File: src/rtl/spi_byte_peripheral.sv
// SPI mode-0 MSB-first byte peripheral: oversamples SCK/CS_N/PICO in the clk_i
// domain, shifts tx_byte_i out on POCI and strobes each completed received byte.
module spi_byte_peripheral #(
  parameter int DATA_WIDTH  = 8,
  parameter int SYNC_STAGES = 2
) (
  input  logic                  clk_i,
  input  logic                  reset_i,
  input  logic                  spi_cs_ni,
  input  logic                  spi_sck_i,
  input  logic                  spi_rx_i,
  output logic                  spi_tx_o,
  input  logic [DATA_WIDTH-1:0] tx_byte_i,
  output logic [DATA_WIDTH-1:0] rx_byte_o,
  output logic                  rx_valid_o
);

  localparam int CNT_W = (DATA_WIDTH > 2) ? $clog2(DATA_WIDTH) : 1;
  localparam logic [CNT_W-1:0] LAST_BIT = CNT_W'(DATA_WIDTH - 1);

  logic [SYNC_STAGES-1:0] cs_sync;
  logic [SYNC_STAGES-1:0] sck_sync;
  logic [SYNC_STAGES-1:0] rx_sync;
  logic                   cs_q;
  logic                   sck_q;
  logic [CNT_W-1:0]       bit_cnt;
  logic [DATA_WIDTH-1:0]  rx_shift;
  logic [DATA_WIDTH-1:0]  tx_shift;

  logic cs_s, sck_s, rx_s;
  logic cs_fall, sck_rise, sck_fall;
  logic [DATA_WIDTH-1:0] rx_next;

  assign cs_s     = cs_sync[SYNC_STAGES-1];
  assign sck_s    = sck_sync[SYNC_STAGES-1];
  assign rx_s     = rx_sync[SYNC_STAGES-1];
  assign cs_fall  = cs_q & ~cs_s;
  assign sck_rise = ~sck_q & sck_s;
  assign sck_fall = sck_q & ~sck_s;
  assign rx_next  = {rx_shift[DATA_WIDTH-2:0], rx_s};

  always_ff @(posedge clk_i or posedge reset_i) begin
    if (reset_i) begin
      cs_sync    <= '1;
      sck_sync   <= '0;
      rx_sync    <= '0;
      cs_q       <= 1'b1;
      sck_q      <= 1'b0;
      bit_cnt    <= '0;
      rx_shift   <= '0;
      tx_shift   <= '0;
      rx_byte_o  <= '0;
      rx_valid_o <= 1'b0;
      spi_tx_o   <= 1'b0;
    end else begin
      cs_sync  <= {cs_sync[SYNC_STAGES-2:0], spi_cs_ni};
      sck_sync <= {sck_sync[SYNC_STAGES-2:0], spi_sck_i};
      rx_sync  <= {rx_sync[SYNC_STAGES-2:0], spi_rx_i};
      cs_q     <= cs_s;
      sck_q    <= sck_s;
      rx_valid_o <= 1'b0;

      // Deselect wins over any coincident SCK edge, discarding the partial byte.
      if (cs_s) begin
        bit_cnt  <= '0;
        rx_shift <= '0;
        spi_tx_o <= 1'b0;
      end else if (cs_fall) begin
        bit_cnt  <= '0;
        tx_shift <= tx_byte_i;
        spi_tx_o <= tx_byte_i[DATA_WIDTH-1];
      end else begin
        if (sck_rise) begin
          rx_shift <= rx_next;
          if (bit_cnt == LAST_BIT) begin
            bit_cnt    <= '0;
            rx_byte_o  <= rx_next;
            rx_valid_o <= 1'b1;
          end else begin
            bit_cnt <= bit_cnt + CNT_W'(1);
          end
        end
        if (sck_fall) begin
          // Counter at zero on a falling edge marks the start of the next byte.
          if (bit_cnt != '0) begin
            tx_shift <= {tx_shift[DATA_WIDTH-2:0], 1'b0};
            spi_tx_o <= tx_shift[DATA_WIDTH-2];
          end else begin
            tx_shift <= tx_byte_i;
            spi_tx_o <= tx_byte_i[DATA_WIDTH-1];
          end
        end
      end
    end
  end

endmodule

File: config.mk
export PLATFORM = sky130hd
export DESIGN_NAME = spi_byte_peripheral
export DESIGN_NICKNAME = d
export VERILOG_FILES = /design/src/rtl/spi_byte_peripheral.sv
export SDC_FILE = /design/constraint.sdc
export NUM_CORES = 1
export LEC_CHECK = 0
export ABC_AREA = 1
export CORE_UTILIZATION = 49
export CTS_BUF_LIST = sky130_fd_sc_hd__clkbuf_8
export DETAILED_ROUTE_END_ITERATION = 8
export PLACE_DENSITY = 0.74
export SYNTH_ARGS = -nofsm -noshare
export SYNTH_HDL_FRONTEND = slang
export SYNTH_SLANG_ARGS = --single-unit
export TNS_END_PERCENT = 1
File: constraint.sdc
create_clock -name clk_i -period 2.3 [get_ports clk_i]
set_input_delay 0.46 -clock clk_i [delete_from_list [all_inputs] [get_ports clk_i]]
set_output_delay 0.46 -clock clk_i [all_outputs]
set_load 0.1 [all_outputs]
==> impl_metrics.csv, run 1 <==
group,metric,value,unit
layout,drive_above_1_share,0.175,
logic_synthesis,ys_seq_area_frac,0.590,
pwr,p_per_area,681,mW/mm^2
global_route,grt_pass1_wl,4.48,mm
place,io_buffers,22,
logic_synthesis,synth-edff-count,0,
place,gp_congestion,0.886,
global_route,grt_pass1_vias,1049,
global_route,use_met2,0.276,
critical_path,rr_worst_depth,6,
flow_run,max_cap_violations,0,
min_path,holdPathStages,0,
cts,cts_tree,"built",
logic_synthesis,synthTopCellsByArea,"dfrtp_1 (54%), nand2_1 (9.1%), nand3_1 (8.1%)",
min_path,hp-class,"flip-flop to flip-flop",
timing,clock_skew,0.00588,ns
global_route,use_met3,0.0499,
logic_synthesis,async_flop_share,1.00,
route,routed_wl,2.58,mm
cts,root_buffer,"clkbuf_8",
global_route,antenna_found_initial,0,
timing,finalCritPeriodShare,0.636,
cts,postCtsResizedCells,0,
route,route.detailed.drc,0,
critical_path,startpoint_type,"flip-flop",
logic_synthesis,synth.most_common_cell,"nand2_1",
route,drtAntennaViolNets,0,
layout,num-nets-final,204,
global_route,track_usage,0.179,
floorplan,initial_core_util,0.527,
route,dr.first_iter.drc_count,43,
logic_synthesis,synth_top_cell_area_share,0.537,
logic_synthesis,synth_ff_type,"dfrtp_1",
pwr,p_sw,317,uW
critical_path,end_kind,"flip-flop",
logic_synthesis,syn-num-nets,176,
min_path,hold_path.startpoint,"rx_sync[0]",
timing,fin_crit,1.46,ns
pwr,p_leak,0.000928,uW
timing,setup_violations,0,
timing,fin_tns_setup,0,ns
logic_synthesis,synth_cells,160,
pwr,intPower,906,uW
route,wire_per_inst,11.7,um
pwr,sw_frac_of_total,0.259,
timing,slew_headroom,0.597,
cts,h-tree-depth,2,
cts,path_clk_slew,0.07,ns
cts,clk_path_buf_depth,2,
floorplan,die_area,0.00327,sq mm
floorplan,die_w,57.2,um
logic_synthesis,synth_common_cells,"nand2_1 (36), dfrtp_1 (32), inv_1 (31)",
cts,clkLatencyLatePin,0.28,ns
timing,drv_slew,0,
cts,cts_setup_buffers,0,
critical_path,r2r_setup_slack,0.84,ns
logic_synthesis,avgSynthCellArea,9.32,sq um
pwr,comb_power_share,0.103,
floorplan,die_y,57.2,um
cts,cts_hold_buf,0,
outcome,status,"finished clean",
cts,cts.sinks,35,
critical_path,r2r-end,"tx_shift[0]",
min_path,whs_endpoint,"rx_sync[1]",
floorplan,core,0.00283,sq mm
global_route,grt_use_met1,0.242,
cts,numCtsBuffers,5,
critical_path,worst_ep_arrival_time,1.68,ns
critical_path,required,2.52,ns
route,firstDrtPassIters,4,
pwr,finalPower,1220,uW
route,via_count,1094,
logic_synthesis,synth_area,0.00149,sq mm
logic_synthesis,yosysWarnings,0,
pwr,clkPwrFrac,0.350,
pwr,irDropWorstVdd,422,uV
critical_path,cp_max_fo,11,
logic_synthesis,ys_ff_latch,35,
timing,worst_slew_pin_slew,0.598,ns
logic_synthesis,synth_top_cell_by_area,"dfrtp_1",
timing,max_freq,684,MHz
global_route,grt_max_degree,36,
critical_path,worstReg2RegStart,"cs_sync[1]",
logic_synthesis,synth_cell_types,17,
pwr,seqPwrFrac,0.547,
floorplan,io_pins,23,
global_route,globalRouteOverflowTotal,0,
timing,hold_violations,0,
layout,diodes,0,
layout,fillers,232,
floorplan,rows,19,
place,post-dp-hpwl,1.90,mm
timing,rsz0062_at_grt,"no",
global_route,top_usage_layer,"met2",
layout,syn_to_final_growth,20.5,%
route,vias_per_cell,4.97,
critical_path,path_class,"flip-flop to flip-flop",
critical path: stages, from the launching register on:
cell and delay [ns]:
dfstp_2 0.55, inv_1 0.15, nand2_2 0.19, nand2_2 0.14, inv_1 0.21, nand2_1 0.09
nand2_1 0.07
layout by cell type, fill, tap and decap left out, drive strengths merged, types with 2 or more instances in the layout:
master and n:
buf 11, clkbuf 5, clkdlybuf4s50 12, clkinvlp 2, dfrtp 32, dfstp 3, ha 3, inv 31
nand2 38, nand3 25, nor2 6, o21ai 17
kinds of logic after synthesis:
group / count (synthesis) / share of synthesized area
compound gates: 19 / 0.0831
fa+ha+maj: 3 / 0.0252
buf+inv: 33 / 0.0948
flops: 35 / 0.590
simple gates: 70 / 0.207
worst max-delay path by stage:
stage | from | endpoint | slack (ns) | depth (start not counted)
finish | cs_sync[1] | tx_shift[0] | 0.84 | 6
global route | cs_sync[1] | tx_shift[1] | 0.69 | 6
CTS | bit_cnt[0] | rx_byte_o[0] | 0.83 | 6
detailed placement | bit_cnt[0] | rx_byte_o[0] | 0.84 | 6
global placement | bit_cnt[0] | rx_byte_o[0] | 0.86 | 6
floorplan | rx_byte_o[0] | rx_byte_o[0] | 0.94 | 0
power by group through the flow:
stage	Sequential, uW	Clock [uW]	Combinational (uW)
after global routing	673	470	143
after global placement	679	0	122
after CTS	669	438	127
after detailed placement	679	0	127
final	669	428	126
after floorplan	687	0	73.8
metrics by stage:
| stage | cell area [sq um] | worst slack (ns) | utilization | hold slack [ns] | cells |
|---|---|---|---|---|---|
| 3_5_place_dp | 1710 | 0.836 | 0.604 | 0.335 | 212 |
| 3_3_place_gp | 1710 | 0.860 | 0.604 | 0.333 | 212 |
| 4_1_cts | 1800 | 0.829 | 0.635 | 0.352 | 220 |
| 6_report | 1800 | 0.837 | 0.635 | 0.351 | 220 |
| 2_1_floorplan | 1490 | 0.942 | - | 0.331 | 160 |
| 5_1_grt | 1800 | 0.693 | 0.635 | 0.359 | 220 |
state kept, by name (all words and copies together), names as in the netlist:
register    flops
rx_byte_o       8
rx_shift        7
tx_shift        7
bit_cnt         3
cs_sync         2
rx_sync         2
sck_sync        2
cs_q            1
rx_valid_o      1
sck_q           1
spi_tx_o        1
routing by layer:
metal | part of all wire | vias to the layer above
met5 | 0 | -
met3 | 0.063 | 5
met4 | 0.014 | 0
li1 | - | 552
met2 | 0.47 | 34
met1 | 0.45 | 503
cell type report:
type	count	area (sq um)	area share
tap	31	38.8	0.0216
sequential	35	880	0.490
inverter	31	116	0.0648
clock buffer	5	68.8	0.0383
multi-input combinational	92	470	0.262
timing repair buffer	23	203	0.113
clock inverter	3	20.0	0.0111
Power figures use the tool's default switching activity.
==> run 2, diff against run 1 <==
Clock period 2.3 ns to 1.4 ns, I/O delays scaled along.
==> run 2 against run 1 <==
Sequential power up 64%. Combinational power rose by 92%. Total power grew 74%. Highest routed layer unchanged. Critical path depth did not move. Design area is 13% higher. Clock skew about the same. First-iteration DRC count down 2.3%. Sequential share of layout area down 5.6 points.
==> impl_metrics.csv, run 2 (same netlist as run 1, synthesis figures left out) <==
group,metric,value,unit
cts,cts_hold_buf,0,
cts,cts_tree,"built",
layout,largestRegisters,"rx_byte_o (8), rx_shift (7), tx_shift (7)",
layout,syn_to_final_growth,36.1,%
place,gp_congestion,0.837,
layout,num-nets-final,212,
global_route,grt_pass1_wl,4.88,mm
floorplan,die_w,57.2,um
timing,clock_skew,0.00565,ns
layout,final_common_cell,"nand2_1",
route,vias_per_cell,5.05,
timing,drv_slew,0,
timing,finalCritPeriodShare,0.933,
critical_path,crit_path_top_delay_cell,"dfstp_2",
critical_path,cp_max_fo,9,
cts,clk_path_buf_depth,2,
cts,path_clk_slew,0.07,ns
layout,diodes,0,
min_path,hp-class,"input pin to asynchronous set/reset pin",
floorplan,initial_core_util,0.527,
layout,largest_register_ffs,8,
cts,h-tree-depth,2,
layout,layout_common_cells,"nand2_1 (34), inv_1 (32), dfrtp_1 (32)",
floorplan,core,0.00283,sq mm
place,io_buffers,22,
timing,setup_violations,0,
flow_run,max_cap_violations,0,
layout,regMostFlops,"rx_byte_o",
critical_path,crit_path_max_incr_delay,0.55,ns
floorplan,rows,19,
critical_path,startpoint_type,"flip-flop",
route,routed_wl,2.76,mm
timing,fin_ws,0.0935,ns
timing,max_freq,765,MHz
place,pre_cts_ws,0.00981,ns
timing,fin_crit,1.31,ns
layout,drive_above_1_share,0.228,
cts,numCtsBuffers,5,
route,wire_per_inst,12.1,um
critical_path,path_class,"flip-flop to flip-flop",
floorplan,die_area,0.00327,sq mm
route,route.detailed.drc,0,
route,via_count,1151,
critical_path,end_kind,"flip-flop",
pwr,irDropWorstVdd,781,uV
critical_path,crit_chain,"inv_1 > nand2_2 > nand2_2 > inv_1 > nand2_1 > nand2_1",
global_route,grt_max_degree,36,
critical_path,r2r_setup_slack,0.09,ns
timing,slew_headroom,0.815,
route,firstDrtPassIters,4,
critical_path,worst_ep_arrival_time,1.53,ns
global_route,grt_pass1_vias,1122,
critical_path,required,1.63,ns
layout,final_cells,228,
pwr,p_leak,0.00101,uW
place,place_inst,220,
cts,cts.sinks,35,
floorplan,die_y,57.2,um
floorplan,io_pins,23,
timing,worst_slew_pin_slew,0.277,ns
cts,root_buffer,"clkbuf_8",
layout,fillers,220,
timing,rsz0062_at_grt,"no",
place,post-dp-hpwl,2.04,mm
global_route,antenna_found_initial,0,
cts,clkLatencyLatePin,0.29,ns
timing,fin_tns_setup,0,ns
global_route,track_usage,0.205,
timing,hold_violations,0,
pwr,p_per_area,1050,mW/mm^2
route,dr.first_iter.drc_count,42,
outcome,status,"finished clean",
layout,utilization,0.717,
route,drtAntennaViolNets,0,
global_route,globalRouteOverflowTotal,0,
run 2: changes by cell type in the layout (fill, tap and decap cells not counted), moves of 2 or more:
cell / before / now
buf_12: 0 / 11
buf_4: 11 / 7
clkbuf_8: 5 / 7
clkinvlp_4: 2 / 0
nand2_1: 36 / 34
nand2_2: 2 / 4
nor2_1: 5 / 3
nor2_2: 1 / 3
run 2: power breakdown:
| part | total, uW | internal (uW) | switching (uW) |
|---|---|---|---|
| Combinational | 242 | 103 | 140 |
| Clock | 786 | 441 | 344 |
| Sequential | 1100 | 1070 | 32.1 |
run 2: worst max-delay path, delay by kind of cell (launching register included):
kind / cells / cell delay (ns)
simple gates: 4 / 0.39
flops: 1 / 0.55
buf+inv: 2 / 0.31
run 2: routing by layer:
layer	global-route usage	routed length, um	vias up
li1	-	-	570
met1	0.258	1230	545
met2	0.311	1330	28
met3	0.0635	124	8
met4	0.122	76	0
met5	0	0	-
run 2: metrics by stage:
step                      instance area (sq um)  hold WS [ns]  total power (uW)
after floorplan                            1490         0.284              1250
after global placement                     1910         0.338              1340
after detailed placement                   1910         0.336              1350
after CTS                                  2010         0.335              2140
after global routing                       2030         0.363              2220
final                                      2030         0.332              2130
run 2: final cells by class:
type,instances,area (sq um),share of cell area
flip-flops and latches,35,880,0.433
repair buffers,31,404,0.199
clock inverters,1,3.75,0.00185
inverters,31,116,0.0573
well taps,31,38.8,0.0191
multi-input cells,92,490,0.242
clock buffers,7,96.3,0.0475
run 2: final timing paths:
check	start	endpoint	cells after the start
worst max-delay path	cs_sync[1]	tx_shift[3]	6
worst max register to register	cs_sync[1]	tx_shift[3]	6
worst min register to register	sck_sync[0]	sck_sync[1]	0
max in group asynchronous	reset_i	cs_sync[1]	3
worst min-delay path	reset_i	rx_shift[3]	3
min in group clk_i	sck_sync[0]	sck_sync[1]	0
run 2: what timing repair did:
| item | 4_1_cts | 5_1_grt |
|---|---|---|
| setup buffers | 0 | 0 |
| cloned | 0 | 0 |
| setup endpoints to repair | 1 | 16 |
| hold endpoints to repair | 0 | 0 |
| resized for setup | 1 | 6 |
